<file path="src/rtl/riscv_pkg.sv">
// Shared control encodings and inter-stage bundles for the pipeline control path.
// Holds ResultSrc/forward/ALU codes, the register-address width and the E/M/W bundles.
package riscv_pkg;

   localparam int REGW = 5;

   typedef enum logic [1:0] {
      RES_ALU = 2'b00,
      RES_MEM = 2'b01,
      RES_PC4 = 2'b10
   } res_src_e;

   localparam logic [1:0] FWD_RF = 2'b00;
   localparam logic [1:0] FWD_W  = 2'b01;
   localparam logic [1:0] FWD_M  = 2'b10;

   localparam logic [2:0] ALU_ADD = 3'b000;
   localparam logic [2:0] ALU_SUB = 3'b001;
   localparam logic [2:0] ALU_AND = 3'b010;
   localparam logic [2:0] ALU_OR  = 3'b011;
   localparam logic [2:0] ALU_SLT = 3'b101;

   typedef struct packed {
      logic [1:0]      result_src;
      logic            mem_write;
      logic            branch;
      logic            jump;
      logic            alu_src;
      logic            reg_write;
      logic [2:0]      alu_ctrl;
      logic [REGW-1:0] rs1;
      logic [REGW-1:0] rs2;
      logic [REGW-1:0] rd;
   } id_ex_t;

   typedef struct packed {
      logic            reg_write;
      logic [1:0]      result_src;
      logic            mem_write;
      logic [REGW-1:0] rd;
   } ex_mem_t;

   typedef struct packed {
      logic            reg_write;
      logic [1:0]      result_src;
      logic [REGW-1:0] rd;
   } mem_wb_t;

   // A producer only matters if it really writes a non-x0 register.
   function automatic logic hit(
      input logic [REGW-1:0] rs,
      input logic [REGW-1:0] rd,
      input logic            we
   );
      return we && (rd != '0) && (rs == rd);
   endfunction

endpackage

</file>
<file path="src/rtl/ctrl_pipe_if.sv">
// Decode-to-datapath control bundle: decoded D-stage control in, staged control,
// branch decision and hazard controls out. master = decoder/datapath, slave = ctrl_pipe.
interface ctrl_pipe_if;
   import riscv_pkg::*;

   logic [1:0]      ResultSrcD;
   logic            MemWriteD;
   logic            BranchD;
   logic            JumpD;
   logic            ALUSrcD;
   logic            RegWriteD;
   logic [2:0]      ALUControlD;
   logic [REGW-1:0] Rs1D;
   logic [REGW-1:0] Rs2D;
   logic [REGW-1:0] RdD;
   logic            ZeroE;

   logic [2:0]      ALUControlE;
   logic            ALUSrcE;
   logic            PCSrcE;
   logic            MemWriteM;
   logic            RegWriteW;
   logic [1:0]      ResultSrcW;
   logic [REGW-1:0] RdW;
   logic [1:0]      ForwardAE;
   logic [1:0]      ForwardBE;
   logic            StallF;
   logic            StallD;
   logic            FlushD;
   logic            FlushE;

   modport master (
      output ResultSrcD, MemWriteD, BranchD, JumpD, ALUSrcD,
      output RegWriteD, ALUControlD, Rs1D, Rs2D, RdD, ZeroE,
      input  ALUControlE, ALUSrcE, PCSrcE, MemWriteM,
      input  RegWriteW, ResultSrcW, RdW, ForwardAE, ForwardBE,
      input  StallF, StallD, FlushD, FlushE
   );

   modport slave (
      input  ResultSrcD, MemWriteD, BranchD, JumpD, ALUSrcD,
      input  RegWriteD, ALUControlD, Rs1D, Rs2D, RdD, ZeroE,
      output ALUControlE, ALUSrcE, PCSrcE, MemWriteM,
      output RegWriteW, ResultSrcW, RdW, ForwardAE, ForwardBE,
      output StallF, StallD, FlushD, FlushE
   );

endinterface

</file>
<file path="src/rtl/ctrl_pipe_hazard_unit.sv">
// hazard_unit: combinational stall/flush/forward generation from D/E/M/W addresses.
// In: rs1d/rs2d, rs1e/rs2e, rde/rdm/rdw + reg writes, resultsrce, pcsrce. FORWARD_EN selects mode.
module hazard_unit
   import riscv_pkg::*;
(
   input  logic [REGW-1:0] rs1d,
   input  logic [REGW-1:0] rs2d,
   input  logic [REGW-1:0] rs1e,
   input  logic [REGW-1:0] rs2e,
   input  logic [REGW-1:0] rde,
   input  logic [REGW-1:0] rdm,
   input  logic [REGW-1:0] rdw,
   input  logic            regwritee,
   input  logic            regwritem,
   input  logic            regwritew,
   input  logic [1:0]      resultsrce,
   input  logic            pcsrce,
   output logic [1:0]      forwardae,
   output logic [1:0]      forwardbe,
   output logic            stallf,
   output logic            stalld,
   output logic            flushd,
   output logic            flushe
);

   logic stall;

`ifdef FORWARD_EN
   // M is the younger producer, so it wins over W.
   function automatic logic [1:0] fwd_sel(input logic [REGW-1:0] rs);
      if (hit(rs, rdm, regwritem))
         return FWD_M;
      else if (hit(rs, rdw, regwritew))
         return FWD_W;
      else
         return FWD_RF;
   endfunction

   always_comb begin
      forwardae = fwd_sel(rs1e);
      forwardbe = fwd_sel(rs2e);
   end

   // Only a load in E cannot be forwarded in time.
   always_comb begin
      stall = 1'b0;
      if (resultsrce == RES_MEM)
         stall = hit(rs1d, rde, regwritee)
               | hit(rs2d, rde, regwritee);
   end
`else
   logic unused_fwd;
   assign unused_fwd = ^{rs1e, rs2e, rdw, regwritew, resultsrce};

   assign forwardae = FWD_RF;
   assign forwardbe = FWD_RF;

   // W needs nothing: the regfile writes on the falling edge.
   always_comb begin
      stall = hit(rs1d, rde, regwritee)
            | hit(rs2d, rde, regwritee)
            | hit(rs1d, rdm, regwritem)
            | hit(rs2d, rdm, regwritem);
   end
`endif

   // A taken branch kills the stalled instruction anyway, so it wins.
   assign stallf = stall & ~pcsrce;
   assign stalld = stall & ~pcsrce;
   assign flushd = pcsrce;
   assign flushe = pcsrce | stall;

endmodule

</file>
<file path="src/rtl/ctrl_pipe.sv">
// ctrl_pipe: stages decoded control through E/M/W, resolves PCSrcE, hosts hazard_unit.
// Ports: clk, reset (sync, active high), bus (ctrl_pipe_if.slave). FORWARD_EN enables forwarding.
module ctrl_pipe
   import riscv_pkg::*;
(
   input  logic      clk,
   input  logic      reset,
   ctrl_pipe_if.slave bus
);

   id_ex_t  d_in;
   id_ex_t  e_q;
   ex_mem_t m_q;
   mem_wb_t w_q;

   logic pcsrce;
   logic flushe;

   always_comb begin
      d_in            = '0;
      d_in.result_src = bus.ResultSrcD;
      d_in.mem_write  = bus.MemWriteD;
      d_in.branch     = bus.BranchD;
      d_in.jump       = bus.JumpD;
      d_in.alu_src    = bus.ALUSrcD;
      d_in.reg_write  = bus.RegWriteD;
      d_in.alu_ctrl   = bus.ALUControlD;
      d_in.rs1        = bus.Rs1D;
      d_in.rs2        = bus.Rs2D;
      d_in.rd         = bus.RdD;
   end

   always_ff @(posedge clk) begin
      if (reset) begin
         e_q <= '0;
         m_q <= '0;
         w_q <= '0;
      end else begin
         e_q <= flushe ? '0 : d_in;
         m_q <= '{reg_write:  e_q.reg_write,
                  result_src: e_q.result_src,
                  mem_write:  e_q.mem_write,
                  rd:         e_q.rd};
         w_q <= '{reg_write:  m_q.reg_write,
                  result_src: m_q.result_src,
                  rd:         m_q.rd};
      end
   end

   assign pcsrce = (e_q.branch & bus.ZeroE) | e_q.jump;

   hazard_unit u_hz (
      .rs1d       (bus.Rs1D),
      .rs2d       (bus.Rs2D),
      .rs1e       (e_q.rs1),
      .rs2e       (e_q.rs2),
      .rde        (e_q.rd),
      .rdm        (m_q.rd),
      .rdw        (w_q.rd),
      .regwritee  (e_q.reg_write),
      .regwritem  (m_q.reg_write),
      .regwritew  (w_q.reg_write),
      .resultsrce (e_q.result_src),
      .pcsrce     (pcsrce),
      .forwardae  (bus.ForwardAE),
      .forwardbe  (bus.ForwardBE),
      .stallf     (bus.StallF),
      .stalld     (bus.StallD),
      .flushd     (bus.FlushD),
      .flushe     (flushe)
   );

   assign bus.FlushE      = flushe;
   assign bus.PCSrcE      = pcsrce;
   assign bus.ALUControlE = e_q.alu_ctrl;
   assign bus.ALUSrcE     = e_q.alu_src;
   assign bus.MemWriteM   = m_q.mem_write;
   assign bus.RegWriteW   = w_q.reg_write;
   assign bus.ResultSrcW  = w_q.result_src;
   assign bus.RdW         = w_q.rd;

endmodule

</file>
<file path="src/flat_wrapper.sv">
// flat-port wrapper written by rule: the top's interface ports become plain ports
module ctrl_pipe_flat import riscv_pkg::*;
  (clk, reset, bus_ResultSrcD, bus_MemWriteD, bus_BranchD, bus_JumpD, bus_ALUSrcD, bus_RegWriteD, bus_ALUControlD, bus_Rs1D, bus_Rs2D, bus_RdD, bus_ZeroE, bus_ALUControlE, bus_ALUSrcE, bus_PCSrcE, bus_MemWriteM, bus_RegWriteW, bus_ResultSrcW, bus_RdW, bus_ForwardAE, bus_ForwardBE, bus_StallF, bus_StallD, bus_FlushD, bus_FlushE);
  ctrl_pipe_if bus_i ();
  input  logic clk;
  input  logic reset;
  input wire logic [$bits(bus_i.ResultSrcD)-1:0] bus_ResultSrcD;
  input wire logic [$bits(bus_i.MemWriteD)-1:0] bus_MemWriteD;
  input wire logic [$bits(bus_i.BranchD)-1:0] bus_BranchD;
  input wire logic [$bits(bus_i.JumpD)-1:0] bus_JumpD;
  input wire logic [$bits(bus_i.ALUSrcD)-1:0] bus_ALUSrcD;
  input wire logic [$bits(bus_i.RegWriteD)-1:0] bus_RegWriteD;
  input wire logic [$bits(bus_i.ALUControlD)-1:0] bus_ALUControlD;
  input wire logic [$bits(bus_i.Rs1D)-1:0] bus_Rs1D;
  input wire logic [$bits(bus_i.Rs2D)-1:0] bus_Rs2D;
  input wire logic [$bits(bus_i.RdD)-1:0] bus_RdD;
  input wire logic [$bits(bus_i.ZeroE)-1:0] bus_ZeroE;
  output wire logic [$bits(bus_i.ALUControlE)-1:0] bus_ALUControlE;
  output wire logic [$bits(bus_i.ALUSrcE)-1:0] bus_ALUSrcE;
  output wire logic [$bits(bus_i.PCSrcE)-1:0] bus_PCSrcE;
  output wire logic [$bits(bus_i.MemWriteM)-1:0] bus_MemWriteM;
  output wire logic [$bits(bus_i.RegWriteW)-1:0] bus_RegWriteW;
  output wire logic [$bits(bus_i.ResultSrcW)-1:0] bus_ResultSrcW;
  output wire logic [$bits(bus_i.RdW)-1:0] bus_RdW;
  output wire logic [$bits(bus_i.ForwardAE)-1:0] bus_ForwardAE;
  output wire logic [$bits(bus_i.ForwardBE)-1:0] bus_ForwardBE;
  output wire logic [$bits(bus_i.StallF)-1:0] bus_StallF;
  output wire logic [$bits(bus_i.StallD)-1:0] bus_StallD;
  output wire logic [$bits(bus_i.FlushD)-1:0] bus_FlushD;
  output wire logic [$bits(bus_i.FlushE)-1:0] bus_FlushE;
  assign bus_i.ResultSrcD = bus_ResultSrcD;
  assign bus_i.MemWriteD = bus_MemWriteD;
  assign bus_i.BranchD = bus_BranchD;
  assign bus_i.JumpD = bus_JumpD;
  assign bus_i.ALUSrcD = bus_ALUSrcD;
  assign bus_i.RegWriteD = bus_RegWriteD;
  assign bus_i.ALUControlD = bus_ALUControlD;
  assign bus_i.Rs1D = bus_Rs1D;
  assign bus_i.Rs2D = bus_Rs2D;
  assign bus_i.RdD = bus_RdD;
  assign bus_i.ZeroE = bus_ZeroE;
  assign bus_ALUControlE = bus_i.ALUControlE;
  assign bus_ALUSrcE = bus_i.ALUSrcE;
  assign bus_PCSrcE = bus_i.PCSrcE;
  assign bus_MemWriteM = bus_i.MemWriteM;
  assign bus_RegWriteW = bus_i.RegWriteW;
  assign bus_ResultSrcW = bus_i.ResultSrcW;
  assign bus_RdW = bus_i.RdW;
  assign bus_ForwardAE = bus_i.ForwardAE;
  assign bus_ForwardBE = bus_i.ForwardBE;
  assign bus_StallF = bus_i.StallF;
  assign bus_StallD = bus_i.StallD;
  assign bus_FlushD = bus_i.FlushD;
  assign bus_FlushE = bus_i.FlushE;
  ctrl_pipe u_core (.clk(clk), .reset(reset), .bus(bus_i));
endmodule
</file>
<file path="config.mk">
export PLATFORM = sky130hd
export DESIGN_NAME = ctrl_pipe_flat
export DESIGN_NICKNAME = d
export VERILOG_FILES = /design/src/rtl/riscv_pkg.sv /design/src/rtl/ctrl_pipe_if.sv /design/src/rtl/ctrl_pipe_hazard_unit.sv /design/src/rtl/ctrl_pipe.sv /design/src/flat_wrapper.sv
export SDC_FILE = /design/constraint.sdc
export NUM_CORES = 1
export LEC_CHECK = 0
export ABC_AREA = 1
export CORE_MARGIN = 2
export CORE_UTILIZATION = 52
export DETAILED_ROUTE_END_ITERATION = 6
export PLACE_DENSITY = 0.86
export SETUP_SLACK_MARGIN = 0.1
export SLEW_MARGIN = 20
export SYNTH_ARGS = -nofsm -noshare
export SYNTH_HDL_FRONTEND = slang
export SYNTH_HIERARCHICAL = 1
export SYNTH_SLANG_ARGS = --single-unit
</file>
<file path="constraint.sdc">
create_clock -name clk -period 2.1 [get_ports clk]
set_input_delay 0.42 -clock clk [delete_from_list [all_inputs] [get_ports clk]]
set_output_delay 0.42 -clock clk [all_outputs]
set_load 0.02 [all_outputs]
</file>
==> reports/qor.csv, run 1 <==
metric,value,unit
period_minus_slack,2010,ps
p_leak,1.02,nW
start_util,55.2,%
worst_ep_arrival_time,1590,ps
netlist_area,1540,um^2
place_congestion,0.890,
finClkSkew,5.14,ps
status,completed,
post-route-period-util,95.7,%
p_comb_share,19.1,%
place_ws,-577,ps
synth_warnings,6,
rsz0062_at_grt,true,
dpl.hpwl,1960,um
synthCells,207,
die_w,58.4,um
multi_input_area,589,um^2
vias,1245,
setup.worst_path.start,bus_Rs2D[2],
path_cells,"dlygate4sd2_1, inv_1, nand2_1, nand2_1, nor2_2, nand3_1, nand2_1, nand2_2, a21oi_4, buf_6",
internal_power,1.01,mW
root_buffer,clkbuf_4,
drive_gt1_share,21.4,%
clkPwrFrac,33.0,%
first_pass_iters,4,
path_clk_slew,90,ps
antenna_found_initial,0,
io_pins,50,
cts_max_path_buffers,2,
critPathKind,primary input to output port,
setup_viol,0,
crit_top_cell,nand2_1,
ant_nets,0,
grt_pass1_vias,1157,
path_buf_inv,3,
seqCellArea,654,um^2
grt_max_degree,18,
hp-start,u_core/e_q[24],
insertion_delay,330,ps
final_core_utilization,74.2,%
fp.dieH,58.4,um
port_buffers,45,
cts_tree,yes,
cpPeakStageDelay,270,ps
routed_wl,2770,um
wire_per_inst,9.60,um
peakVddDrop,0.860,mV
coreArea,2780,um^2
worstPathRequired,1680,ps
reg2reg_from,u_core/e_q[1],
fmax,498,MHz
start_kind,primary input,
num_antenna_cells,0,
syn_avg_cell_area,7.42,um^2
fillers,222,
syn_to_final_growth,34.4,%
power_frac_seq,47.9,%
via_per_inst,4.32,
drt_iter0_drc,37,
critical_path.max_fanout,3,
grt_pass1_wl,4580,um
pwr_density_cell,662,nW/um^2
rows,19,
power_switching,0.360,mW
die_area,3410,um^2
fin_nets,284,
hold_viol,0,
critPathCaptureType,output port,
clock-sinks,32,
hold_class,register to register,
htree_levels,2,
grtUsageTotal,18.6,%
crit_family,simple AND/OR/NAND/NOR gates,
cts_inserted_buffers,5,
maxCapViolations,0,
whs,410,ps
remaining_drc_errors,0,
cp_slowest_cell,dlygate4sd2_1,
holdBufCountCts,0,
setup_slack,91.1,ps
sw_frac_of_total,26.3,%
grt_overflow,0,
drv_slew,0,
[power groups by stage]
stage / Clock, mW / Combinational [mW] / Sequential [mW]
after CTS: 0.468 / 0.256 / 0.655
after global routing: 0.501 / 0.285 / 0.660
after floorplan: 0 / 0.169 / 0.672
after global placement: 0 / 0.255 / 0.666
after detailed placement: 0 / 0.258 / 0.667
final: 0.451 / 0.261 / 0.655
[final cells by class]
cell class,instances,area share (%)
clock buffer,5,1.82
clock inverter,3,2.06
inverter,55,10.4
multi-input combinational,110,28.5
sequential,32,31.7
tap,31,1.88
timing repair buffer,52,23.6
[state kept, by name, indices dropped and copies added (netlist names)]
register and flops:
u_core/bus.ResultSrcW 2, u_core/bus.RegWriteW 1, u_core/bus.ALUSrcE 1, u_core/m_q 8, u_core/bus.MemWriteM 1, u_core/bus.RdW 5
u_core/bus.ALUControlE 3, u_core/e_q 11
[metrics by stage]
| stage | TNS [ps] | power [mW] | cell area (um^2) | cells |
|---|---|---|---|---|
| 4_1_cts | 0 | 1.38 | 2040 | 287 |
| 3_3_place_gp | -1660 | 0.921 | 1950 | 278 |
| 6_report | 0 | 1.37 | 2060 | 288 |
| 2_1_floorplan | 0 | 0.841 | 1550 | 210 |
| 5_1_grt | 0 | 1.45 | 2060 | 288 |
| 3_5_place_dp | -1800 | 0.925 | 1950 | 278 |
[worst paths after layout]
| path | endpoint | slack, ps | cells after the start |
|---|---|---|---|
| worst max-delay path | bus_StallD | 90 | 10 |
| worst min-delay path | u_core/m_q[7] | 410 | 2 |
| worst max register to register | u_core/bus.ALUControlE[2] | 470 | 11 |
| worst min register to register | u_core/m_q[7] | 410 | 2 |
[placed cells by master, fill, tap and decap left out, types with 2 or more instances in the layout]
master           count
inv_1               47
nand2_1             46
clkdlybuf4s50_1     30
nor2_1              25
dfxtp_1             23
dlygate4sd2_1       12
nor2_4              12
buf_4                8
dfxtp_2              8
inv_2                6
clkbuf_4             5
xnor2_1              4
nand3_1              4
nand2_2              4
conb_1               4
buf_6                2
nor2_2               2
nand4_1              2
[metal layers]
| metal | track usage [%] | part of all wire [%] | vias to the layer above |
|---|---|---|---|
| li1 | - | - | 662 |
| met1 | 20.4 | 41 | 526 |
| met2 | 29.1 | 49 | 46 |
| met3 | 7.25 | 6.3 | 11 |
| met4 | 13.6 | 3.8 | 0 |
| met5 | 0 | 0 | - |
[tightest hold or removal path, cell delays in order (launching register included)]
cell and delay, ps:
dfxtp_1 310, inv_1 40, nor2_1 30
[timing repair]
action                                  4_1_cts  5_1_grt
endpoints found under the setup margin        5        3
endpoints found under the hold margin         0        0
setup buffers                                 1        1
pin swaps                                     4        9
gates resized for setup                      38       12
Power figures use the tool's default switching activity.
==> inputs of run 2 (changes only) <==
--- a/config.mk
+++ b/config.mk
@@ -7,9 +7,9 @@
 export LEC_CHECK = 0
 export ABC_AREA = 1
 export CORE_MARGIN = 2
-export CORE_UTILIZATION = 52
+export CORE_UTILIZATION = 40
 export DETAILED_ROUTE_END_ITERATION = 6
-export PLACE_DENSITY = 0.86
+export PLACE_DENSITY = 0.69
 export SETUP_SLACK_MARGIN = 0.1
 export SLEW_MARGIN = 20
 export SYNTH_ARGS = -nofsm -noshare
==> run 2 against run 1 <==
Compared with the run above: fmax up 4.3%; cell area is 1.2% higher; critical path type unchanged; combinational power decreased by 3%; clock skew is 1.5 ps lower; critical path depth unchanged; worst hold slack worse by 9.4 ps; critical endpoint is now bus_FlushE; global-route usage is 5.2 points lower; final cell count rose by 5.2%; first-iteration DRC count rose by 70%; non-clock buffer count is 2 lower; via count is 3.7% lower; total power up 1.3%.
==> reports/qor.csv, run 2 (synthesis gave the netlist of run 1 again) <==
metric,value,unit,change
numPlacedInstances,295,,was 278
clock-sinks,32,,unchanged
via_per_inst,3.96,,was 4.32
htree_levels,2,,unchanged
insertion_delay,280,ps,was 330 ps
post-route-period-util,91.7,%,was 95.7%
fmax,519,MHz,was 498 MHz
fin_nets,282,,was 284
p_total,1.38,mW,was 1.37 mW
grt_overflow,0,,unchanged
final_cell_mix,"inv_1, nand2_1, clkdlybuf4s50_1, nor2_1, dfxtp_1",,unchanged
holdBufCountCts,0,,unchanged
grt_pass1_wl,4290,um,was 4580 um
maxCapViolations,0,,unchanged
critical_path.max_fanout,3,,unchanged
routed_wl,2620,um,was 2770 um
rsz0062_at_grt,true,,unchanged
cts_max_path_buffers,2,,unchanged
syn_to_final_growth,36.0,%,was 34.4%
finClkSkew,3.62,ps,was 5.14 ps
wire_per_inst,8.66,um,was 9.60 um
max_flop_register,u_core/e_q,,unchanged
setup-tns-final,0,ps,unchanged
io_pins,50,,unchanged
final_core_utilization,56.6,%,was 74.2%
grt_pass1_vias,1030,,was 1157
fp.dieH,66.0,um,was 58.4 um
vias,1199,,was 1245
grtUsageTotal,13.3,%,was 18.6%
cts_tree,yes,,unchanged
critPathKind,primary input to output port,,unchanged
setup_viol,0,,unchanged
hold_viol,0,,unchanged
rows,22,,was 19
worstPathRequired,1680,ps,about the same
peakVddDrop,0.433,mV,was 0.860 mV
root_buffer,clkbuf_8,,was clkbuf_4
drt_iter0_drc,63,,was 37
reg2regPathDepth,11,,unchanged
worst_ep_arrival_time,1510,ps,was 1590 ps
die_w,66.0,um,was 58.4 um
first_pass_iters,4,,unchanged
multi_input_area,583,um^2,was 589 um^2
drv_slew,0,,unchanged
drive_gt1_share,18.0,%,was 21.4%
instances_no_fill,303,,was 288
start_util,41.7,%,was 55.2%
dpl.hpwl,2000,um,was 1960 um
die_area,4350,um^2,was 3410 um^2
hold_class,register to register,,unchanged
cts_inserted_buffers,5,,unchanged
antenna_found_initial,0,,unchanged
setup_slack,174,ps,was 91.1 ps
place_congestion,0.829,,was 0.890
seqCellArea,654,um^2,unchanged
critPathCaptureType,output port,,unchanged
fillers,375,,was 222
ant_nets,0,,unchanged
grt_max_degree,16,,was 18
period_minus_slack,1930,ps,was 2010 ps
final_common_cell,inv_1,,unchanged
start_kind,primary input,,unchanged
port_buffers,45,,unchanged
path_clk_slew,60,ps,was 90 ps
place_ws,-563,ps,was -577 ps
num_antenna_cells,0,,unchanged
pwr_density_cell,663,nW/um^2,was 662 nW/um^2
remaining_drc_errors,0,,unchanged
p_leak,1.01,nW,was 1.02 nW
coreArea,3690,um^2,was 2780 um^2
largest_reg_flops,11,,unchanged
whs_path_depth,2,,unchanged
status,completed,,unchanged
==> run 2: changes by cell type in the layout (fill, tap and decap cells not counted), moves of 3 or more <==
cell,before,now
buf_4,8,4
clkbuf_4,5,0
clkbuf_8,0,6
clkdlybuf4s15_1,0,4
dlygate4sd2_1,12,8
inv_2,6,3
==> run 2: where the power goes <==
group,leakage [nW],internal [mW],switching (mW)
Clock,0.0455,0.267,0.207
Combinational,0.703,0.120,0.134
Sequential,0.266,0.639,0.0174
==> run 2: what timing repair did <==
| action | CTS | global route |
|---|---|---|
| setup endpoints to repair | 5 | 3 |
| setup buffers | 0 | 0 |
| resized for setup | 28 | 25 |
| pin swaps | 1 | 6 |
==> run 2: path summary, 6_finish.rpt <==
path	start	to	slack, ps
worst max register to register	u_core/e_q[2]	u_core/bus.ALUControlE[2]	610
worst min-delay path	u_core/e_q[23]	u_core/m_q[6]	400
worst max-delay path	bus_Rs1D[2]	bus_FlushE	170
worst min register to register	u_core/e_q[23]	u_core/m_q[6]	400
==> run 2: cell type report <==
type,count,share of cell area [%]
Sequential cell,32,31.3
Multi-Input combinational cell,110,27.9
Timing Repair Buffer,50,23.2
Inverter,55,10.4
Clock buffer,8,4.31
Tap cell,48,2.87
==> run 2: critical path, stage by stage <==
cell and delay (ps):
dlygate4sd2_1 250, inv_1 60, nand2_1 50, nand2_1 40
nor2_1 130, nand3_1 90, nand2_1 80, nand2_2 80
nand3b_1 170, buf_6 150
==> run 2: metal layers <==
| layer | share of wire, % | track usage, % |
|---|---|---|
| met5 | 0 | 0 |
| met1 | 44 | 15.4 |
| met2 | 47 | 22.1 |
| met4 | 2.4 | 6.89 |
| met3 | 6.5 | 4.09 |
==> run 2: stage by stage <==
stage	instance area [um^2]	hold WS, ps
6_report	2090	401
3_5_place_dp	1970	395
5_1_grt	2090	422
2_1_floorplan	1550	388
3_3_place_gp	1970	391
4_1_cts	2040	404
==> inputs of run 3 (changes only) <==
--- a/config.mk
+++ b/config.mk
@@ -6,6 +6,7 @@
 export NUM_CORES = 1
 export LEC_CHECK = 0
 export ABC_AREA = 1
+export CORE_ASPECT_RATIO = 1.75
 export CORE_MARGIN = 2
 export CORE_UTILIZATION = 40
 export DETAILED_ROUTE_END_ITERATION = 6
==> run 3 against run 2 <==
Compared with the run above: first-iteration DRC count is 79% lower; sequential power about the same; final cell count decreased by 0.66%; global-route usage is 0.76 points higher; worst hold slack got worse by 7.6 ps; critical path depth is the same; clock-buffer cell count shrank 2; register-to-register slack got worse by 100 ps; clock power shrank 11%; setup slack improved by 10 ps; total power is 3.4% lower; highest routed layer unchanged; die area increased by 0.46%.
==> reports/qor.csv, run 3 (synthesis gave the netlist of run 1 again) <==
metric,value,unit,change
final_core_utilization,56.7,%,was 56.6%
htree_levels,2,,unchanged
critical_path.max_fanout,3,,unchanged
internal_power,0.986,mW,was 1.03 mW
grt_pass1_vias,1113,,was 1030
r2r-end,u_core/bus.ALUControlE[0],,was u_core/bus.ALUControlE[2]
ant_nets,0,,unchanged
grt_pass1_wl,4570,um,was 4290 um
insertion_delay,270,ps,was 280 ps
cts_max_path_buffers,2,,unchanged
worst_ep_arrival_time,1500,ps,was 1510 ps
ff2ff_setup_slack,510,ps,was 610 ps
post-route-period-util,91.2,%,was 91.7%
hold_class,register to register,,unchanged
fin_nets,283,,was 282
die_area,4370,um^2,was 4350 um^2
via_per_inst,4.00,,was 3.96
num_antenna_cells,0,,unchanged
final_common_cell,inv_1,,unchanged
fmax,522,MHz,was 519 MHz
path_clk_slew,60,ps,about the same
grt_overflow,0,,unchanged
critPathCaptureType,output port,,unchanged
numPlacedInstances,293,,was 295
setup-tns-final,0,ps,unchanged
instances_no_fill,301,,was 303
cts_tree,yes,,unchanged
syn_to_final_growth,35.3,%,was 36.0%
clkPwrFrac,31.5,%,was 34.2%
reg2reg_from,u_core/m_q[0],,was u_core/e_q[2]
rows,29,,was 22
power_switching,0.351,mW,was 0.359 mW
dpl_cell_area,1970,um^2,about the same
drt_iter0_drc,13,,was 63
finClkSkew,6.74,ps,was 3.62 ps
reg2regPathDepth,11,,unchanged
grtUsageTotal,14.1,%,was 13.3%
maxCapViolations,0,,unchanged
start_util,41.9,%,was 41.7%
rsz0062_at_grt,false,,was true
wire_per_inst,8.92,um,was 8.66 um
whs_path_depth,2,,unchanged
setup_viol,0,,unchanged
holdBufCountCts,0,,unchanged
cts_inserted_buffers,5,,unchanged
remaining_drc_errors,0,,unchanged
sw_frac_of_total,26.3,%,was 25.9%
drv_slew,0,,unchanged
pwr_density_cell,643,nW/um^2,was 663 nW/um^2
fp.dieH,86.0,um,was 66.0 um
period_minus_slack,1920,ps,was 1930 ps
worstPathRequired,1680,ps,about the same
whs,393,ps,was 401 ps
die_w,50.9,um,was 66.0 um
first_pass_iters,4,,unchanged
setup.worst_path.start,bus_Rs2D[0],,was bus_Rs1D[2]
hold_viol,0,,unchanged
max_flop_register,u_core/e_q,,unchanged
coreArea,3660,um^2,was 3690 um^2
design_area,2080,um^2,was 2090 um^2
drive_gt1_share,21.6,%,was 18.0%
final_cell_mix,"inv_1, nand2_1, clkdlybuf4s50_1, nor2_1, dfxtp_1",,unchanged
vias,1204,,was 1199
io_pins,50,,unchanged
p_leak,1.01,nW,about the same
largest_reg_flops,11,,unchanged
power_frac_seq,49.1,%,was 47.4%
antenna_found_initial,0,,unchanged
critPathKind,primary input to output port,,unchanged
port_buffers,45,,unchanged
grt_max_degree,18,,was 16
routed_wl,2680,um,was 2620 um
p_comb_share,19.4,%,was 18.4%
start_kind,primary input,,unchanged
dpl.hpwl,2130,um,was 2000 um
clock-sinks,32,,unchanged
place_congestion,0.840,,was 0.829
crit_end,bus_StallF,,was bus_FlushE
status,completed,,unchanged
root_buffer,clkbuf_8,,unchanged
peakVddDrop,0.404,mV,was 0.433 mV
## run 3: cell types whose count changed in the layout (fill, tap and decap cells not counted), moves of 2 or more
cell | before | now
nor2_1 | 27 | 24
nor2_2 | 0 | 3
buf_4 | 4 | 6
clkbuf_2 | 0 | 2
dlygate4sd2_1 | 8 | 6
inv_2 | 3 | 5
nand2_1 | 48 | 46
nand2_2 | 2 | 4
## run 3: per-stage QoR
stage	power, mW	worst slack (ps)
after floorplan	0.841	383
after global placement	0.923	-605
after detailed placement	0.926	-620
after CTS	1.35	118
after global routing	1.41	93.4
final	1.34	184
## run 3: area by class of cell
type	instances	area, um^2
Fill cell	368	1590
Sequential cell	32	652
Multi-Input combinational cell	110	596
Timing Repair Buffer	51	482
Inverter	55	214
Clock buffer	6	72.6
Tap cell	46	57.6
Clock inverter	1	5.00
## run 3: what timing repair did
| item | CTS | global route |
|---|---|---|
| pin swaps | 3 | 9 |
| endpoints found under the setup margin | 5 | 3 |
| gates resized for setup | 29 | 30 |
| buffers inserted | 1 | 0 |
## run 3: layer usage
metal	vias to the layer above	global-route usage [%]	routed length, um
met5	-	0	0
met4	0	9.09	93
met3	8	3.83	140
met2	29	25.6	1460
met1	509	13.4	994
li1	658	-	-
## run 3: worst min-delay path by stage
stage / from / endpoint / slack [ps]
2_1_floorplan: u_core/e_q[22] / u_core/bus.MemWriteM / 390
3_3_place_gp: u_core/e_q[23] / u_core/m_q[6] / 390
3_5_place_dp: u_core/e_q[23] / u_core/m_q[6] / 390
4_1_cts: u_core/e_q[23] / u_core/m_q[6] / 400
5_1_grt: u_core/e_q[23] / u_core/m_q[6] / 410
6_report: u_core/e_q[23] / u_core/m_q[6] / 390
## run 3: power groups by stage
stage / registers (mW) / clock network (mW) / logic, mW
5_1_grt: 0.660 / 0.467 / 0.286
3_5_place_dp: 0.667 / 0 / 0.259
3_3_place_gp: 0.667 / 0 / 0.257
4_1_cts: 0.654 / 0.440 / 0.255
6_report: 0.657 / 0.422 / 0.259
2_1_floorplan: 0.672 / 0 / 0.169
## run 3: worst max-delay path, cell delays in order
cell and delay [ps]:
clkdlybuf4s15_1 220, inv_1 70, nand2_1 70, nand2_2 50, nor2_2 100, nand3_1 70, nand2_1 100, nand2_2 90
a21oi_4 180, buf_6 140
==> RTL edit (settings of run 2) <==
`REGW`: 5 -> 4.
--- a/src/rtl/riscv_pkg.sv
+++ b/src/rtl/riscv_pkg.sv
@@ -4,3 +4,3 @@
 
-   localparam int REGW = 5;
+   localparam int REGW = 4;
 
Interface: changed (resized bus_RdD, bus_RdW, bus_Rs1D and bus_Rs2D); port bits go from 50 to 46. No check against the original RTL was run, so the function may have changed too.
==> RTL edit against run 2 <==
Critical path type unchanged; combinational power down 19%; largest cell class unchanged; power down 20%; critical path depth down 5; first-iteration DRC count down 44%; wire length down 13%; worst setup slack worse by 2.7 ps; worst hold slack worse by 2.7 ps; sequential cell count down 3; via count down 9.1%; largest power group unchanged; count of clock-buffer cells in the layout unchanged; final area down 16%; area after synthesis down 15%.
==> RTL edit: results (changes against run 2) <==
| Metric | Value |
|---|---|
| Hold Path Class | `flop to flop (unchanged)` |
| Power Density | `633 nW/um^2 (was 663 nW/um^2)` |
| H-tree depth | `2 (unchanged)` |
| Initial drt markers | `35 (was 63)` |
| Max reg flops | `10 (was 11)` |
| Clk_lat worst skew | `320 ps (was 280 ps)` |
| Total track usage | `13.8% (was 13.3%)` |
| Outcome | `complete, no violations (unchanged)` |
| Post-CTS setup buffers | `0 (unchanged)` |
| Total CTS buffers | `5 (unchanged)` |
| Vias | `1090 (was 1199)` |
| WL final | `2280 microns (was 2620 microns)` |
| Non-filler cells, final | `277 (was 303)` |
| First-pass DRT Iterations | `4 (unchanged)` |
| Fraction of layout cells with a size suffix above 1 | `16.3% (was 18.0%)` |
| First-pass GRT wire length | `3710 microns (was 4290 microns)` |
| R2R cell count | `12 (was 11)` |
| Max FO, Critical Path | `3 (unchanged)` |
| Vias in the first global route | `936 (was 1030)` |
| Final nets | `257 (was 282)` |
| VDD IR max | `0.000355 V (was 0.000433 V)` |
| Port Buffers | `41 (was 45)` |
| Lkg Pwr | `0.899 nW (was 1.01 nW)` |
| Clock Skew | `6.42 ps (was 3.62 ps)` |
| Cells after DPL | `269 (was 295)` |
| ANT cells | `0 (unchanged)` |
| CTS root buf | `clkbuf_4 (was clkbuf_8)` |
| Gpl congestion | `0.805 (was 0.829)` |
| Synth Instances | `191 (was 207)` |
| Detailed Place HPWL | `1710 microns (was 2000 microns)` |
| Clk pin slew, worst setup/hold paths | `90 ps (was 60 ps)` |
RTL edit: layout make-up:
class                   instances  area (sq um)
fillers                       319          1330
clock buffers                   8          48.8
well taps                      44          55.1
multi-input cells             104           453
inverters                      48           183
repair buffers                 44           413
flip-flops and latches         29           601
RTL edit: what timing repair did:
item	4_1_cts	5_1_grt
pin swaps	1	1
resized for setup	24	14
setup endpoints to repair	5	3
RTL edit: routing by layer:
layer	GRT usage, %	wire length [microns]
met1	17.2	1090
met2	20.1	960
met3	6.51	191
met4	6.52	36
met5	0	0
RTL edit: critical path, stage by stage:
cell             delay, ps
clkdlybuf4s50_1        450
nand2_1                 50
nand2_1                130
buf_4                  140
dlygate4sd2_1          320
RTL edit: through the flow:
stage | worst slack [ps] | util (%) | area, sq um | TNS [ps]
after detailed placement | -507 | 55.1 | 1700 | -1590
after CTS | 129 | 56.0 | 1720 | 0
after global placement | -510 | 55.1 | 1700 | -1610
final | 172 | 57.0 | 1750 | 0
after floorplan | 416 | - | 1320 | 0
after global routing | 67.0 | 57.0 | 1750 | 0
RTL edit: power by group:
group / switching (W) / leakage (nW) / total, W / internal (W)
Combinational: 0.000109 / 0.631 / 0.000207 / 0.0000981
Sequential: 0.0000163 / 0.242 / 0.000593 / 0.000577
Clock: 0.000176 / 0.0265 / 0.000309 / 0.000133
RTL edit: path summary, 6_finish.rpt:
check,startpoint,to,slack [ps]
worst max-delay path,bus_ZeroE,bus_FlushD,170
worst min-delay path,u_core/m_q[5],u_core/bus.ResultSrcW[0],400
worst max register to register,u_core/e_q[0],u_core/e_q[0],630
worst min register to register,u_core/m_q[5],u_core/bus.ResultSrcW[0],400
